**config.mk**
```make
export PLATFORM = sky130hd
export DESIGN_NAME = fir_coef_sequencer
export DESIGN_NICKNAME = d
export VERILOG_FILES = /design/src/rtl/fpu_const_pkg.sv /design/src/rtl/fir_coef_outreg.sv /design/src/rtl/fir_coef_sequencer.sv
export SDC_FILE = /design/constraint.sdc
export NUM_CORES = 1
export LEC_CHECK = 0
export CORE_UTILIZATION = 40
export CTS_CLUSTER_DIAMETER = 150
export CTS_CLUSTER_SIZE = 8
export DETAILED_ROUTE_END_ITERATION = 16
export PLACE_DENSITY = 0.75
export SLEW_MARGIN = 20
export SYNTH_ARGS = -nofsm -noshare
export SYNTH_HDL_FRONTEND = slang
export SYNTH_HIERARCHICAL = 1
export SYNTH_SLANG_ARGS = --single-unit
```
**constraint.sdc**
```tcl
create_clock -name clk -period 3.5 [get_ports clk]
set_clock_uncertainty 0.2 [all_clocks]
set_input_delay 0.525 -clock clk [delete_from_list [all_inputs] [get_ports clk]]
set_output_delay 0.525 -clock clk [all_outputs]
set_load 0.02 [all_outputs]
```
**src/rtl/fpu_const_pkg.sv**
```systemverilog
// rtl/fpu_const_pkg.sv - shared FP16 coefficient constants and sequencer state type
package fpu_const_pkg;

  localparam int FP16_W     = 16;
  localparam int COEF_AW    = 6;
  localparam int COEF_NTAPS = 64;

  typedef enum logic {
    SEQ_IDLE = 1'b0,
    SEQ_RUN  = 1'b1
  } seq_state_t;

endpackage

```
**src/rtl/fir_coef_outreg.sv**
```systemverilog
// rtl/fir_coef_outreg.sv - one-entry valid/ready output register for coefficient beats
module fir_coef_outreg #(
  parameter int AW = 6,
  parameter int DW = 16
) (
  input  logic          clk,
  input  logic          rst_n,
  input  logic          flush_i,
  input  logic          load_i,
  input  logic [DW-1:0] coef_i,
  input  logic [AW-1:0] tap_i,
  input  logic          last_i,
  input  logic          m_ready,
  output logic          m_valid,
  output logic [DW-1:0] m_coef,
  output logic [AW-1:0] m_tap,
  output logic          m_last
);

  logic          valid_q, valid_d;
  logic [DW-1:0] coef_q, coef_d;
  logic [AW-1:0] tap_q, tap_d;
  logic          last_q, last_d;

  always_ff @(posedge clk or negedge rst_n) begin
    if (!rst_n) begin
      valid_q <= 1'b0;
      coef_q  <= '0;
      tap_q   <= '0;
      last_q  <= 1'b0;
    end else begin
      valid_q <= valid_d;
      coef_q  <= coef_d;
      tap_q   <= tap_d;
      last_q  <= last_d;
    end
  end

  // Flush drops the pending beat; payload otherwise holds until a new load.
  always_comb begin
    valid_d = valid_q;
    coef_d  = coef_q;
    tap_d   = tap_q;
    last_d  = last_q;
    if (flush_i) begin
      valid_d = 1'b0;
      last_d  = 1'b0;
    end else if (load_i) begin
      valid_d = 1'b1;
      coef_d  = coef_i;
      tap_d   = tap_i;
      last_d  = last_i;
    end else if (valid_q && m_ready) begin
      valid_d = 1'b0;
    end
  end

  assign m_valid = valid_q;
  assign m_coef  = coef_q;
  assign m_tap   = tap_q;
  assign m_last  = last_q;

endmodule

```
**src/rtl/fir_coef_sequencer.sv**
```systemverilog
// rtl/fir_coef_sequencer.sv - walks FIR coefficient ROM taps per frame request and streams them out
module fir_coef_sequencer
  import fpu_const_pkg::*;
#(
  parameter int NTAPS = COEF_NTAPS,
  parameter int AW    = COEF_AW,
  parameter int DW    = FP16_W,
  parameter int FOLD  = 0
) (
  input  logic          clk,
  input  logic          rst_n,
  input  logic          flush_i,
  input  logic          s_valid,
  output logic          s_ready,
  output logic [AW-1:0] rom_a,
  input  logic [DW-1:0] rom_q,
  output logic          m_valid,
  input  logic          m_ready,
  output logic [DW-1:0] m_coef,
  output logic [AW-1:0] m_tap,
  output logic          m_last,
  output logic          busy_o
);

  localparam logic [AW-1:0] LAST_TAP = AW'(NTAPS - 1);

  seq_state_t    state_q, state_d;
  logic [AW-1:0] cnt_q, cnt_d;

  logic          load;
  logic          cnt_is_last;
  logic          accept;
  logic [AW-1:0] mirror;

  always_ff @(posedge clk or negedge rst_n) begin
    if (!rst_n) begin
      state_q <= SEQ_IDLE;
      cnt_q   <= '0;
    end else begin
      state_q <= state_d;
      cnt_q   <= cnt_d;
    end
  end

  // A request accepted on the last-load edge keeps RUN and restarts at tap 0.
  always_comb begin
    state_d = state_q;
    cnt_d   = cnt_q;
    if (flush_i) begin
      state_d = SEQ_IDLE;
      cnt_d   = '0;
    end else if (accept) begin
      state_d = SEQ_RUN;
      cnt_d   = '0;
    end else if (load) begin
      if (cnt_is_last) begin
        state_d = SEQ_IDLE;
        cnt_d   = '0;
      end else begin
        cnt_d = cnt_q + AW'(1);
      end
    end
  end

  always_comb begin
    cnt_is_last = (cnt_q == LAST_TAP);
    load        = (state_q == SEQ_RUN) && (!m_valid || m_ready) && !flush_i;
    s_ready     = !flush_i && ((state_q == SEQ_IDLE) || (cnt_is_last && load));
    accept      = s_valid && s_ready;
    busy_o      = (state_q == SEQ_RUN) || m_valid;
    mirror      = LAST_TAP - cnt_q;
    rom_a       = cnt_q;
    if (FOLD != 0) begin
      rom_a = (cnt_q < mirror) ? cnt_q : mirror;
    end
  end

  fir_coef_outreg #(
    .AW(AW),
    .DW(DW)
  ) u_outreg (
    .clk     (clk),
    .rst_n   (rst_n),
    .flush_i (flush_i),
    .load_i  (load),
    .coef_i  (rom_q),
    .tap_i   (cnt_q),
    .last_i  (cnt_is_last),
    .m_ready (m_ready),
    .m_valid (m_valid),
    .m_coef  (m_coef),
    .m_tap   (m_tap),
    .m_last  (m_last)
  );

endmodule
```
Yosys cells after proc, flatten, opt, wreduce, memory -nomap -nowiden
Index checks and enable logic that the tools add are counted.
{ "word_totals": {"register_bits": 31, "input_bits": 21, "out_inout_bits": 32, "elab_cells": 40} }
{ "op_classes": {"n_addsub": 1, "n_eq_ne": 1, "n_mux": 13, "bitwise": 2, "reduce_logical": 17} }
{ "op_table": {"columns": ["cell", "count"], "rows": [
  ["$mux 6", 4],
  ["$mux 1", 9],
  ["$reduce_bool 3->1", 3],
  ["$add 6x1->6 const B", 1],
  ["$eq 6x6->1 const B", 1],
  ["$logic_and 1x1->1", 6],
  ["$reduce_and 2->1", 2],
  ["$logic_or 1x1->1", 3],
  ["$logic_not 1->1", 2],
  ["$not 1->1", 2],
  ["$reduce_bool 2->1", 1]
]} }

Longest topological paths before layout
{ "logic_depth": {"word_depth": 10, "ltp_mapped": 6, "depth_no_buf": 5} }

Hierarchy
The synthesis kept the hierarchy.
{ "modules_own_cells": {"columns": ["module", "instances", "cells_each", "area_per_inst_um2", "seq_area_each_um2"], "rows": [
  ["fir_coef_outreg", 1, 54, 920.9, 600.6],
  ["fir_coef_sequencer", 1, 45, 430.4, 175.2]
]} }

Worst setup path before layout
No wires, ideal clock.
{ "synth_path": {"path_type": "reg-to-output", "start": "register cnt_q[0] (netlist: rom_a[0])", "end": "output port s_ready", "arrival_time_ns": 1.253, "path_slack_ns": 1.522, "path_stages_with_launch": 5, "n_path_buf": 0, "cell_sequence": "dfrtp_1 > ha_1 > nand3_2 > o21ai_1 > and2b_2"} }
{ "synth_via": {"elab_chain_len": 4} }
{ "synth_rtl": {"columns": ["item", "line_no", "text"], "rows": [
  ["start: declaration", "fir_coef_sequencer.sv:28", "logic [AW-1:0] cnt_q, cnt_d;"],
  ["start signal: assignment", "fir_coef_sequencer.sv:41", "cnt_q <= cnt_d;"],
  ["$eq 6x6->1", "fir_coef_sequencer.sv:66", "cnt_is_last = (cnt_q == LAST_TAP);"],
  ["$logic_and 1x1->1", "fir_coef_sequencer.sv:68", "s_ready = !flush_i && ((state_q == SEQ_IDLE) || (cnt_is_last && load));"],
  ["$logic_or 1x1->1", "fir_coef_sequencer.sv:68", null],
  ["$logic_and 1x1->1", "fir_coef_sequencer.sv:68", null],
  ["end: declaration", "fir_coef_sequencer.sv:14", "output logic s_ready,"]
]} }
No other way between the ends.

Final worst setup path
Same ends and word-level chain as after synthesis.

==> results.sh <==
export IMPL_finalSetupTns_ns=0
export IMPL_ff_latch_area_um2=776
export IMPL_fillCellCount=276
export IMPL_grt_antenna_before_repair=0
export IMPL_drtIter0Drc=26
export IMPL_synth_top_area_share_pct=57.4
export IMPL_final_area_um2=1970
export IMPL_nNetsFinal=179
export IMPL_cts_setup_buffers=0
export IMPL_drc=0
export IMPL_grt_busiest_layer="met2"
export IMPL_cts_root_buf="clkbuf_4"
export IMPL_slowest_delay_ns=0.59
export IMPL_netlist_instances=99
export IMPL_synth_seq_cells=31
export IMPL_slew_viol_final=0
export IMPL_yosys_cell_types_count=32
export IMPL_critical_path_depth=5
export IMPL_power_leakage_uw=0.000876
export IMPL_htreeDepth=2
export IMPL_grt_pass1_vias=1008
export IMPL_area_growth_pct=46.0
export IMPL_cap_violations=0
export IMPL_yosys_warnings=6
export IMPL_crit_buf_inv=1
export IMPL_drtAntennaViolNets=0
export IMPL_crit_chain="ha_1 > nand3_2 > o21ai_1 > and2b_2 > clkdlybuf4s50_1"
export IMPL_ir_worst_vdd_uv=334
export IMPL_post_route_period_util_pct=83.4
export IMPL_start_kind="register"
export IMPL_postSynthAreaPerCell_um2=13.6
export IMPL_io_buffers=52
export IMPL_ctsResizeCount=0
export IMPL_diodes=0
export IMPL_core_region_area_um2=3130
export IMPL_globalRouteMet2Util_pct=27.6
export IMPL_rsz0062_at_grt="no"
export IMPL_synth_area_um2=1350
export IMPL_max_freq_mhz=342
export IMPL_syn_nets=121
export IMPL_place_congestion=0.854
export IMPL_grtUsageMet3_pct=6.93
export IMPL_cp_required_ns=2.77
export IMPL_dieHeight_um=60.1
export IMPL_max_slew_margin_pct=60.1
export IMPL_netlist_top_cells_area="dfrtp_1 (57%), mux2_2 (18%), buf_8 (2.2%), nand2b_4 (2.0%), a21o_1 (1.7%)"
export IMPL_cts_max_path_buffers=2
export IMPL_first_pass_iters=4
export IMPL_dieArea_um2=3610
export IMPL_reg2reg_depth=5
export IMPL_cts_buffers=5
export IMPL_ys_seq_area_share_pct=57.4
export IMPL_holdBufCountCts=0
export IMPL_wire_per_inst_um=13.4
export IMPL_clk_latency_ns=0.32
export IMPL_layout_drive_gt1_share_pct=24.1
export IMPL_cts_sinks=31
export IMPL_min_period_ns=2.92
export IMPL_crit_fanout=7
export IMPL_dp_hpwl_mm=2.02
export IMPL_placed_cell_area_um2=1900
export IMPL_wl_mm=2.71
export IMPL_crit_family="buffers and inverters"
export IMPL_status="completed"
export IMPL_initial_core_util_pct=43.2
export IMPL_cp_slowest_cell="clkdlybuf4s50_1"
export IMPL_hold_class="reg -> reg"
export IMPL_grt_max_degree=32
export IMPL_hold_ws_ns=0.296
export IMPL_clkTransAtPathRegs_ns=0.09
export IMPL_die_x_um=60.1
export IMPL_min_path_cells=1
export IMPL_gr_usage_met1_pct=17.6
export IMPL_powerDensity_nw_per_um2=470
export IMPL_crit_type="reg -> out"
export IMPL_grt_util_all_layers_pct=16.5
export IMPL_multiInputGateArea_um2=524
export IMPL_vias=1019
export IMPL_rows=20
export IMPL_via_per_inst=5.04
export IMPL_arrival_ns=2.19
export IMPL_yosys_area_top_type="dfrtp_1"
export IMPL_setup_violations=0
export IMPL_grt_ovfl_total=0
export IMPL_io_pins=53
export IMPL_worst_pin_slew_ns=0.598
export IMPL_grt_pass1_wl_mm=4.20
export IMPL_end_kind="primary output"
export IMPL_hold_viol=0
export IMPL_cts_tree="yes"
[metal layers]
layer | vias up | part of all wire, %
li1 | 474 | -
met4 | 0 | 2.4
met2 | 54 | 48
met1 | 482 | 40
met5 | - | 0
met3 | 9 | 9.1
[power by group]
group          total [uW]  leakage [uW]  switching (uW)  internal, uW
Clock                 228     0.0000386             110           118
Sequential            435      0.000397            27.5           407
Combinational         265      0.000440             118           148
[worst register-to-register path, cell delays in order, from the launching register on]
cell	delay [ns]
dfrtp_1	0.45
nand2b_2	0.11
nand2b_4	0.18
inv_4	0.09
nor2b_4	0.53
mux2_2	0.42
[logic make-up after synthesis]
kind of cell	after synthesis	synth area share, %
flip-flops	31	57.4
AO/OA/AOI/OAI	14	7.22
AND/OR/NAND/NOR	23	11.6
multiplexers	23	19.1
buffers and inverters	7	3.80
adder cells (fa/ha/maj)	1	0.926
[metrics by stage]
step                      setup slack, ns  utilization (%)  cells  power, uW
final                               0.580             63.1    202        928
after detailed placement            0.577             60.9    194        710
after floorplan                      1.52                -     99        566
after CTS                           0.587             63.1    202        944
after global placement              0.658             60.9    194        703
after global routing                0.411             63.1    202        980
[final timing paths]
path | to | from | slack, ns
setup / recovery | s_ready | rom_a[0] | 0.58
hold reg to reg | u_outreg/m_coef[11] | u_outreg/m_coef[11] | 0.30
min in group asynchronous | u_outreg/m_valid | rst_n | 0.39
max in group asynchronous | u_outreg/m_coef[0] | rst_n | 2.42
setup reg to reg | u_outreg/m_coef[12] | state_q | 1.43
hold / removal | u_outreg/m_coef[11] | u_outreg/m_coef[11] | 0.30
[cell type report]
class	count	area share [%]
Inverter	5	1.08
Tap cell	44	2.79
Sequential cell	31	39.3
Clock buffer	8	3.49
Multi-Input combinational cell	61	26.6
Timing Repair Buffer	53	26.8
[layout by cell type (no fill, tap or decap), types with 2 or more instances in the layout]
cell type        count
nand3_1              4
a21oi_1              3
clkbuf_8             2
inv_1                4
nand2_1              3
mux2_2              21
clkbuf_4             5
o21ai_1              2
clkdlybuf4s50_1     52
nor3_1               3
nand2b_4             2
a21o_1               3
dfrtp_1             31
[state kept, by name, indices dropped and copies added (netlist names)]
signal / flops
u_outreg/m_valid: 1
u_outreg/m_coef: 16
rom_a: 6
u_outreg/m_last: 1
u_outreg/m_tap: 6
state_q: 1
[cells in the mapped netlist]
cell type,number
mux2_2,21
nand4_1,1
dfrtp_1,31
inv_4,1
o21ai_1,2
nor2b_1,1
a21oi_1,3
ha_1,1
mux2_1,1
nor3_1,3
o31ai_1,1
nand2_1,3
a21o_1,3
nor2_1,1
nand3_1,4
nand3_2,1
mux2i_1,1
and2b_2,1
o211a_1,1
or2_2,1
buf_8,2
o311ai_1,1
o21ai_0,1
inv_1,4
nand2b_2,1
nand2b_4,2
nor2b_4,1
or3_1,1
o21ai_2,1
nand2b_1,1
and3_1,1
a32o_1,1
Power figures use the tool's default switching activity.
